## src/rtl/if_fetch_unit.sv

```systemverilog
// -----------------------------------------------------------------------------
// if_fetch_unit
// Instruction-fetch stage of the pipelined MIPS core. Owns the PC, issues one
// request at a time to a variable-latency instruction memory, and presents the
// returned word together with its PC and PC+4 to the IF/ID register. A one-entry
// skid register catches a response that arrives while IF/ID is stalled with a
// full output buffer. Redirects from later stages squash everything in flight.
//
// Ports
//   clk            rising-edge clock
//   reset          asynchronous, active-low reset
//   stall_i        IF/ID will not capture this cycle
//   redirect_i     branch/jump taken (single-cycle pulse)
//   redirect_pc_i  redirect target (low two bits ignored)
//   imem_req_o     fetch request, high for exactly one cycle per request
//   imem_addr_o    word-aligned fetch address, valid with imem_req_o
//   imem_rvalid_i  instruction memory response valid
//   imem_rdata_i   instruction word, valid with imem_rvalid_i
//   valid_o        output buffer holds a real instruction
//   instruction_o  fetched instruction, NOP_INSTR when valid_o=0
//   pc_now_o       address of instruction_o
//   pc_next4_o     pc_now_o + 4
// -----------------------------------------------------------------------------
module if_fetch_unit #(
    parameter logic [31:0] RESET_PC  = 32'h0000_0000,
    parameter logic [31:0] NOP_INSTR = 32'h0000_0000
) (
    input  logic        clk,
    input  logic        reset,
    input  logic        stall_i,
    input  logic        redirect_i,
    input  logic [31:0] redirect_pc_i,
    output logic        imem_req_o,
    output logic [31:0] imem_addr_o,
    input  logic        imem_rvalid_i,
    input  logic [31:0] imem_rdata_i,
    output logic        valid_o,
    output logic [31:0] instruction_o,
    output logic [31:0] pc_now_o,
    output logic [31:0] pc_next4_o
);

    typedef enum logic [1:0] {
        IDLE  = 2'd0,
        FETCH = 2'd1,
        WAIT  = 2'd2,
        HOLD  = 2'd3
    } state_t;

    state_t      state_r;
    logic [31:0] pc_r;
    logic        drop_r;          // the outstanding response belongs to a squashed request
    logic        skid_valid_r;
    logic [31:0] skid_instr_r;
    logic [31:0] skid_pc_r;
    logic        valid_r;
    logic [31:0] instr_r;
    logic [31:0] pc_now_r;
    logic [31:0] pc_next4_r;
    logic        req_r;
    logic [31:0] addr_r;

    logic        consume_s;
    logic [31:0] pc_inc_s;
    logic [31:0] redirect_pc_s;

    // PC arithmetic wraps modulo 2^32 by construction of the 32-bit adder.
    function automatic logic [31:0] pc_plus4(input logic [31:0] pc);
        return pc + 32'd4;
    endfunction

    assign consume_s     = valid_r & ~stall_i;
    assign pc_inc_s      = pc_plus4(pc_r);
    assign redirect_pc_s = {redirect_pc_i[31:2], 2'b00};

    // Fetch FSM, output buffer and skid register. imem_req_o/imem_addr_o are
    // registered: they are set on the edge that enters FETCH, with the address
    // that pc_r takes on that same edge.
    always_ff @(posedge clk or negedge reset) begin
        if (!reset) begin
            state_r      <= IDLE;
            pc_r         <= RESET_PC;
            drop_r       <= 1'b0;
            skid_valid_r <= 1'b0;
            skid_instr_r <= 32'h0000_0000;
            skid_pc_r    <= 32'h0000_0000;
            valid_r      <= 1'b0;
            instr_r      <= NOP_INSTR;
            pc_now_r     <= 32'h0000_0000;
            pc_next4_r   <= 32'h0000_0000;
            req_r        <= 1'b0;
            addr_r       <= 32'h0000_0000;
        end else begin
            req_r <= 1'b0;
            // Downstream takes the buffered word; later loads on this edge override.
            if (consume_s) begin
                valid_r <= 1'b0;
                instr_r <= NOP_INSTR;
            end
            if (redirect_i) begin
                pc_r         <= redirect_pc_s;
                valid_r      <= 1'b0;
                instr_r      <= NOP_INSTR;
                skid_valid_r <= 1'b0;
                case (state_r)
                    FETCH: begin
                        // The request leaving this cycle still gets a response.
                        drop_r  <= 1'b1;
                        state_r <= WAIT;
                    end
                    WAIT: begin
                        if (imem_rvalid_i) begin
                            drop_r  <= 1'b0;
                            state_r <= FETCH;
                            req_r   <= 1'b1;
                            addr_r  <= redirect_pc_s;
                        end else begin
                            drop_r  <= 1'b1;
                        end
                    end
                    default: begin
                        drop_r  <= 1'b0;
                        state_r <= FETCH;
                        req_r   <= 1'b1;
                        addr_r  <= redirect_pc_s;
                    end
                endcase
            end else begin
                case (state_r)
                    IDLE: begin
                        state_r <= FETCH;
                        req_r   <= 1'b1;
                        addr_r  <= pc_r;
                    end
                    FETCH: begin
                        state_r <= WAIT;
                    end
                    WAIT: begin
                        if (imem_rvalid_i && drop_r) begin
                            drop_r  <= 1'b0;
                            state_r <= FETCH;
                            req_r   <= 1'b1;
                            addr_r  <= pc_r;
                        end else if (imem_rvalid_i && (!valid_r || consume_s)) begin
                            valid_r    <= 1'b1;
                            instr_r    <= imem_rdata_i;
                            pc_now_r   <= pc_r;
                            pc_next4_r <= pc_inc_s;
                            pc_r       <= pc_inc_s;
                            state_r    <= FETCH;
                            req_r      <= 1'b1;
                            addr_r     <= pc_inc_s;
                        end else if (imem_rvalid_i) begin
                            // Buffer full and stalled: park the word.
                            skid_valid_r <= 1'b1;
                            skid_instr_r <= imem_rdata_i;
                            skid_pc_r    <= pc_r;
                            pc_r         <= pc_inc_s;
                            state_r      <= HOLD;
                        end else begin
                            state_r <= WAIT;
                        end
                    end
                    HOLD: begin
                        if (!stall_i) begin
                            valid_r      <= 1'b1;
                            instr_r      <= skid_instr_r;
                            pc_now_r     <= skid_pc_r;
                            pc_next4_r   <= pc_plus4(skid_pc_r);
                            skid_valid_r <= 1'b0;
                            state_r      <= FETCH;
                            req_r        <= 1'b1;
                            addr_r       <= pc_r;
                        end else begin
                            state_r <= HOLD;
                        end
                    end
                    default: begin
                        state_r <= IDLE;
                    end
                endcase
            end
        end
    end

    assign imem_req_o    = req_r;
    assign imem_addr_o   = addr_r;
    assign valid_o       = valid_r;
    assign instruction_o = instr_r;
    assign pc_now_o      = pc_now_r;
    assign pc_next4_o    = pc_next4_r;

endmodule

```

## config.mk

```make
export PLATFORM = sky130hd
export DESIGN_NAME = if_fetch_unit
export DESIGN_NICKNAME = d
export VERILOG_FILES = /design/src/rtl/if_fetch_unit.sv
export SDC_FILE = /design/constraint.sdc
export NUM_CORES = 1
export LEC_CHECK = 0
export BUFFER_PORTS_ARGS = -buffer_cell sky130_fd_sc_hd__buf_4
export CAP_MARGIN = 20
export CELL_PAD_IN_SITES_DETAIL_PLACEMENT = 0
export CELL_PAD_IN_SITES_GLOBAL_PLACEMENT = 1
export CORE_ASPECT_RATIO = 1.75
export CORE_MARGIN = 1.5
export CORE_UTILIZATION = 48
export CTS_CLUSTER_SIZE = 30
export DETAILED_ROUTE_END_ITERATION = 10
export PLACE_DENSITY_LB_ADDON = 0.1
export SLEW_MARGIN = 20
export SYNTH_ARGS = -nofsm -noshare
export SYNTH_HDL_FRONTEND = slang
export SYNTH_SLANG_ARGS = --single-unit
```

## constraint.sdc

```tcl
create_clock -name clk -period 5.1 [get_ports clk]
set_input_delay 1.02 -clock clk [delete_from_list [all_inputs] [get_ports clk]]
set_output_delay 1.02 -clock clk [all_outputs]
set_load 0.05 [all_outputs]
```

==> key figures, run 1 <==
Status
  • Status: complete, no violations

STA
  • Rel. slew slack: 32.81%
  • Hold_ws: 0.4751 ns
  • Post-route setup slack: 2.092 ns
  • Worst Skew: 0.01242 ns
  • Final min period: 3.008 ns
  • Final setup violation count: 0
  • Period utilization: 58.98%
  • Setup tns final: 0 ns
  • Unrepaired setup endpoints after global routing: false
  • Max-slew violation total from the final report: 0
  • Max Freq: 0.3324 GHz
  • Count of final hold-check violations: 0
  • Least-Margin Pin Slew: 1.008 ns

Pwr
  • PwrDens: 570.7 nW/µm²
  • Worst VDD drop: 0.0003390 V
  • P_leak: 6.374 nW

Clock network
  • Clock Root Buffer: clkbuf_16
  • Hold_buf cts: 0
  • CTS buffer count: 22
  • Postcts setup bufs: 0
  • CTS Sinks: 220
  • Longest Clk Path Bufs: 3
  • Skew-Pair Late Insertion Delay: 0.53 ns
  • CTS tree: yes
  • CTS clk-pin slew, worst paths: 0.07 ns
  • H-Tree Depth: 1
  • CTS resizes: 0

GRT
  • First-pass GRT wire length: 56320 µm
  • Largest net degree at the start of global routing: 124
  • Global route overflow: 0
  • Antenna violations before repair: 0
  • Total track usage: 27.11%
  • Vias in the first global route: 10170

Synthesis
  • Largest family of logic cells by synthesized area: simple AND/OR/NAND/NOR gates
  • Synth Area in Adders: 0.6091%
  • Post-synthesis mux area share: 13.06%
  • Synth Area in Simple Gates: 16.26%
  • EDFF count, synth: 0
  • Post-synthesis xor/xnor area fraction: 6.751%
  • Synth Area in Compound Gates: 14.05%
  • Post-synth ARST share: 100.0%
  • Synth Cell Area: 12320 µm²
  • Synth warn: 0
  • Cell count after synthesis: 1273
  • Cell variety after synth: 59
  • Top FF cell, synth: dfrtp_1
  • Sequential share of the synthesized area: 44.67%
  • Syn avg cell area: 9.681 µm²
  • Register bit total from synthesis: 220

Worst setup path
  • CP dominant cell by count: or4_1
  • Worst Path Buf+Inv: 0
  • CP Class: reg -> reg
  • Crit Path Max Fanout: 18
  • CP arrival: 3.41 ns
  • Slowest CP cell: or4_1
  • Slowest Stage Delay on Critical Path: 0.91 ns
  • Cell Chain, Critical Path: ha_1 -> nand3_2 -> or4_1 -> or4_1 -> a32o_1
  • Setup crit start kind: register
  • Worst path top cell family by delay: simple AND/OR/NAND/NOR gates
  • CP endpoint kind: register
  • Worst path required time: 5.51 ns

Cells and area
  • Layout cells sized above 1: 25.66%
  • Ant. Diodes: 0
  • P&R area growth vs syn: 18.47%
  • Multi-input gate area: 6314 µm²
  • Layout fillers: 2316
  • Fin nets: 1467
  • FF+latch area: 5505 µm²

Routing
  • DRT iter0 DRCs: 649
  • Routed WL: 35900 µm
  • Routed vias: 10210
  • Routed vias/inst: 5.925
  • WL per Instance: 20.84 µm
  • DRC: 0
  • Post-route ant nets: 0
  • Detailed Routing Iterations Pass 1: 5

Floorplanning
  • DIE WIDTH: 124.1 µm
  • Cell row count: 77
  • IO Count: 199
  • Initial Util: 48.83%
  • Die ar.: 26680 µm²
  • Die height: 215.0 µm
  • Core Region: 25240 µm²

Placed design
  • Gpl congestion: 0.8949
  • Port Buf Inserts: 192
  • Worst slack at placement: 1.808 ns
  • Post-DP HPWL: 25310 µm

Run
  • Max-Cap Viols: 0

Hold path
  • Tightest Hold Check Type: reg -> reg
[stage by stage]
stage / cells / utilization (%) / total power, mW / cell area, µm²
3_5_place_dp: 1684 / 54.92 / 6.742 / 13860
4_1_cts: 1723 / 57.84 / 8.426 / 14600
2_1_floorplan: 1276 / - / 5.440 / 12340
6_report: 1723 / 57.84 / 8.333 / 14600
3_3_place_gp: 1684 / 54.92 / 6.691 / 13860
5_1_grt: 1723 / 57.84 / 8.779 / 14600
[area by class of cell]
class / count / area share (%)
flip-flops and latches: 220 / 37.71
repair buffers: 212 / 10.95
well taps: 316 / 2.708
clock buffers: 33 / 4.602
clock inverters: 6 / 0.4542
multi-input cells: 923 / 43.24
inverters: 13 / 0.3342
[where the power goes]
group | total (mW) | internal, mW | leakage [nW] | switching, mW
Combinational | 3.91 | 1.25 | 3.19 | 2.66
Sequential | 2.77 | 2.28 | 2.81 | 0.490
Clock | 1.66 | 0.962 | 0.369 | 0.694
[sequential cells by signal, indices dropped and copies added, names as in the netlist]
| name | count |
|---|---|
| imem_req_o | 1 |
| valid_o | 1 |
| state_r | 2 |
| pc_r | 30 |
| pc_now_o | 30 |
| instruction_o | 32 |
| skid_instr_r | 32 |
| pc_next4_o | 30 |
| skid_pc_r | 30 |
| drop_r | 1 |
| imem_addr_o | 31 |
[cells in the mapped netlist (3+ instances only)]
cell type	count	share of area, %
a21boi_0	10	0.61
nor4_1	15	0.76
and4_1	8	0.57
o221ai_1	7	0.50
nor3_1	32	1.3
a221o_1	10	0.81
nor4_2	4	0.41
or4_1	8	0.49
dfrtp_1	220	45
a21boi_1	4	0.24
and3_1	8	0.41
o211ai_1	4	0.24
a21oi_1	60	2.4
nand3_1	55	2.2
mux2i_1	55	4.5
or3_1	7	0.36
clkbuf_1	80	2.4
nor2_1	30	0.91
buf_2	15	0.61
nand2b_1	17	0.86
o21a_1	7	0.43
mux2_2	94	8.6
xnor2_1	53	3.8
ha_1	6	0.61
and2_1	3	0.15
a31oi_1	3	0.15
xor2_1	42	3.0
buf_1	15	0.46
nand4_1	30	1.5
o21ai_0	81	3.3
a21o_1	34	2.1
inv_1	11	0.34
o31ai_1	7	0.43
buf_4	8	0.49
nand2_1	163	5.0
a22oi_1	34	2.1
[cells by family after synthesis]
kind of cell	count (synthesis)
XOR/XNOR	95
AO/OA/AOI/OAI	273
AND/OR/NAND/NOR	396
flip-flops	220
adder cells (fa/ha/maj)	6
other	1
multiplexers	149
buffers and inverters	133
[worst paths after layout]
path | from | endpoint | slack, ns | cells after the start
worst min-delay path | imem_addr_o[4]$_DFFE_PN0P_ | imem_addr_o[4]$_DFFE_PN0P_ | 0.48 | 2
worst max register to register | pc_r[2]$_DFFE_PN0P_ | imem_addr_o[18]$_DFFE_PN0P_ | 2.09 | 5
min in group asynchronous | reset | skid_instr_r[27]$_DFFE_PN0P_ | 0.54 | 1
worst max-delay path | pc_r[2]$_DFFE_PN0P_ | imem_addr_o[18]$_DFFE_PN0P_ | 2.09 | 5
max in group asynchronous | reset | pc_next4_o[4]$_DFFE_PN0P_ | 3.41 | 2
worst min register to register | imem_addr_o[4]$_DFFE_PN0P_ | imem_addr_o[4]$_DFFE_PN0P_ | 0.48 | 2
[worst min-delay path: stages (launching register included)]
cell	delay, ns
dfrtp_1	0.34
nand2_1	0.04
o21ai_0	0.06
[routing by layer]
layer,track usage (%),vias to the layer above,wire (µm)
met5,0,-,0
met4,11.10,0,1438
met3,2.680,79,1628
met2,49.93,301,19600
met1,31.18,5052,13230
li1,-,4776,-
[layout by cell type, fill, tap and decap left out, types with 5 or more instances in the layout]
master,n
a221o_1,10
mux2_2,94
or4_1,8
nor2_1,30
a21o_1,34
buf_4,211
a21boi_0,10
a21oi_1,60
and3_1,8
o31ai_1,7
o21a_1,7
nand4_1,30
ha_1,5
o221ai_1,7
mux2i_1,55
nand3_1,55
a22oi_1,34
clkbuf_8,8
and4_1,8
nand2_1,163
inv_1,11
clkbuf_16,22
dfrtp_1,220
or3_1,7
o21ai_0,81
xor2_1,42
nor4_1,15
xnor2_1,53
nor3_1,30
nand2b_1,17
No activity file was read; power rests on OpenSTA's default activity.
==> run 2, diff against run 1 <==
Settings changed: CORE_UTILIZATION 48 to 44.
Clock period 5.1 ns to 3.11 ns, I/O delays scaled along.
==> run 2 against run 1 <==
Compared with the run above:
- sequential power rose by 62%
- combinational power rose by 68%
- critical path depth rose by 1
- final cell count rose by 4.2%
- design area rose by 2.0%
- global-route usage fell by 1.2 points
- clock-buffer cell count rose by 1
==> key figures, run 2 (synthesis results as in run 1) <==
Cells and area
  • Layout cells sized above 1: 26.49%
  • Post-Layout Cell Count: 1796
  • Most frequent cells in the layout: buf_4 (223), dfrtp_1 (220), nand2_1 (163), mux2_2 (94), o21ai_0 (81)
  • Commonest non-fill, non-tap cell in the layout: buf_4
  • Fin area: 14900 µm²
  • P&R area growth vs syn: 20.89%
  • Layout fillers: 2620
  • Ant. Diodes: 0
  • Fin nets: 1488

STA
  • Max-slew violation total from the final report: 0
  • Rel. slew slack: 51.32%
  • Unrepaired setup endpoints after global routing: false
  • Worst Skew: 0.01642 ns
  • Hold_ws: 0.07371 ns
  • Count of final hold-check violations: 0
  • Final min period: 2.685 ns
  • Final setup violation count: 0
  • Setup tns final: 0 ns
  • Max Freq: 0.3725 GHz
  • Least-Margin Pin Slew: 0.7302 ns
  • Period utilization: 86.33%

GRT
  • First-pass GRT wire length: 57750 µm
  • Antenna violations before repair: 0
  • Largest net degree at the start of global routing: 101
  • Total track usage: 25.88%
  • Global route overflow: 0
  • Vias in the first global route: 10100

Pwr
  • P_leak: 6.497 nW
  • PwrDens: 924.5 nW/µm²
  • Pwr Total: 13.77 mW
  • Worst VDD drop: 0.0005867 V

Placed design
  • Post-DP HPWL: 26630 µm
  • Gpl congestion: 0.9015
  • Placed Cells: 1757
  • Port Buf Inserts: 192
  • Cell Area, Placed: 14180 µm²

Clock network
  • CTS resizes: 0
  • Longest Clk Path Bufs: 3
  • CTS clk-pin slew, worst paths: 0.07 ns
  • Clock Root Buffer: clkbuf_16
  • Postcts setup bufs: 0
  • CTS buffer count: 23
  • H-Tree Depth: 1
  • CTS Sinks: 220
  • Hold_buf cts: 0
  • CTS tree: yes
  • Skew-Pair Late Insertion Delay: 0.53 ns

Floorplanning
  • Die height: 224.4 µm
  • DIE WIDTH: 129.5 µm
  • Core Region: 27430 µm²
  • Die ar.: 29060 µm²
  • Initial Util: 44.94%
  • IO Count: 199
  • Cell row count: 80

Worst setup path
  • Worst flop-to-flop path endpoint: skid_pc_r[29]$_DFFE_PN0P_
  • Worst setup path startpoint: state_r[0]$_DFFE_PN0P_
  • FF-to-FF Start: state_r[0]$_DFFE_PN0P_
  • Setup crit start kind: register
  • CP endpoint kind: register
  • Worst r2r path cells: 6
  • Crit Path Max Fanout: 53
  • Reg2reg setup slack: 0.43 ns
  • CP Class: reg -> reg
  • Crit path to: skid_pc_r[29]$_DFFE_PN0P_
  • Worst path required time: 3.51 ns
  • CP arrival: 3.09 ns

Routing
  • Post-route ant nets: 0
  • Routed WL: 37650 µm
  • DRC: 0
  • WL per Instance: 20.96 µm
  • DRT iter0 DRCs: 465
  • Detailed Routing Iterations Pass 1: 5
  • Routed vias/inst: 5.630
  • Routed vias: 10110

Run
  • Max-Cap Viols: 0

Status
  • Status: complete, no violations

Hold path
  • Tightest Hold Check Type: in -> async
==> run 2: changes by cell type in the layout (fill, tap and decap cells not counted), sizes merged <==
cell,delta
clkinv,-2
inv,+1
clkbuf,+1
buf,+20
==> run 2: cell type report <==
class	count	area (µm²)	area share, %
Tap cell	369	461.7	3.099
Clock buffer	34	666.9	4.476
Sequential cell	220	5505	36.95
Clock inverter	5	53.80	0.3611
Timing Repair Buffer	232	1849	12.41
Inverter	13	48.80	0.3275
Multi-Input combinational cell	923	6314	42.37
==> run 2: critical path, stage by stage (launching register included) <==
cell and delay, ns:
dfrtp_1 0.46, inv_1 0.12, ha_1 0.41, nand3_1 0.45, nor3_2 0.36, buf_12 0.33, mux2_2 0.38
==> run 2: how the worst min path moves through the flow <==
stage,slack [ns],from,cells past startpoint,to
detailed placement,0.47,pc_next4_o[8]$_DFFE_PN0P_,2,pc_next4_o[8]$_DFFE_PN0P_
global route,0.13,reset,1,skid_instr_r[28]$_DFFE_PN0P_
global placement,0.47,pc_next4_o[6]$_DFFE_PN0P_,2,pc_next4_o[6]$_DFFE_PN0P_
CTS,0.12,reset,1,skid_instr_r[28]$_DFFE_PN0P_
floorplan,0.33,reset,0,drop_r$_DFFE_PN0P_
finish,0.07,reset,1,skid_instr_r[28]$_DFFE_PN0P_
==> run 2: layer usage <==
| metal | part of all wire [%] | GRT usage (%) | vias to the layer above |
|---|---|---|---|
| met5 | 0 | 0 | - |
| met4 | 4.1 | 11.04 | 0 |
| met3 | 3.9 | 2.997 | 71 |
| met2 | 55 | 48.83 | 253 |
| met1 | 37 | 28.70 | 4992 |
| li1 | - | - | 4796 |
==> run 2: power by group <==
part / internal, mW / switching (mW) / leakage [nW] / total (mW)
clock: 1.56 / 1.17 / 0.357 / 2.73
sequential: 3.73 / 0.759 / 2.81 / 4.49
combinational: 2.13 / 4.42 / 3.32 / 6.55
total: 7.43 / 6.35 / 6.50 / 13.8
==> run 2: metrics by stage <==
step	utilization, %	worst slack (ns)
5_1_grt	54.32	0.2281
3_3_place_gp	51.70	0.5117
4_1_cts	54.32	0.4468
6_report	54.32	0.4253
3_5_place_dp	51.70	0.5035
2_1_floorplan	-	0.6657
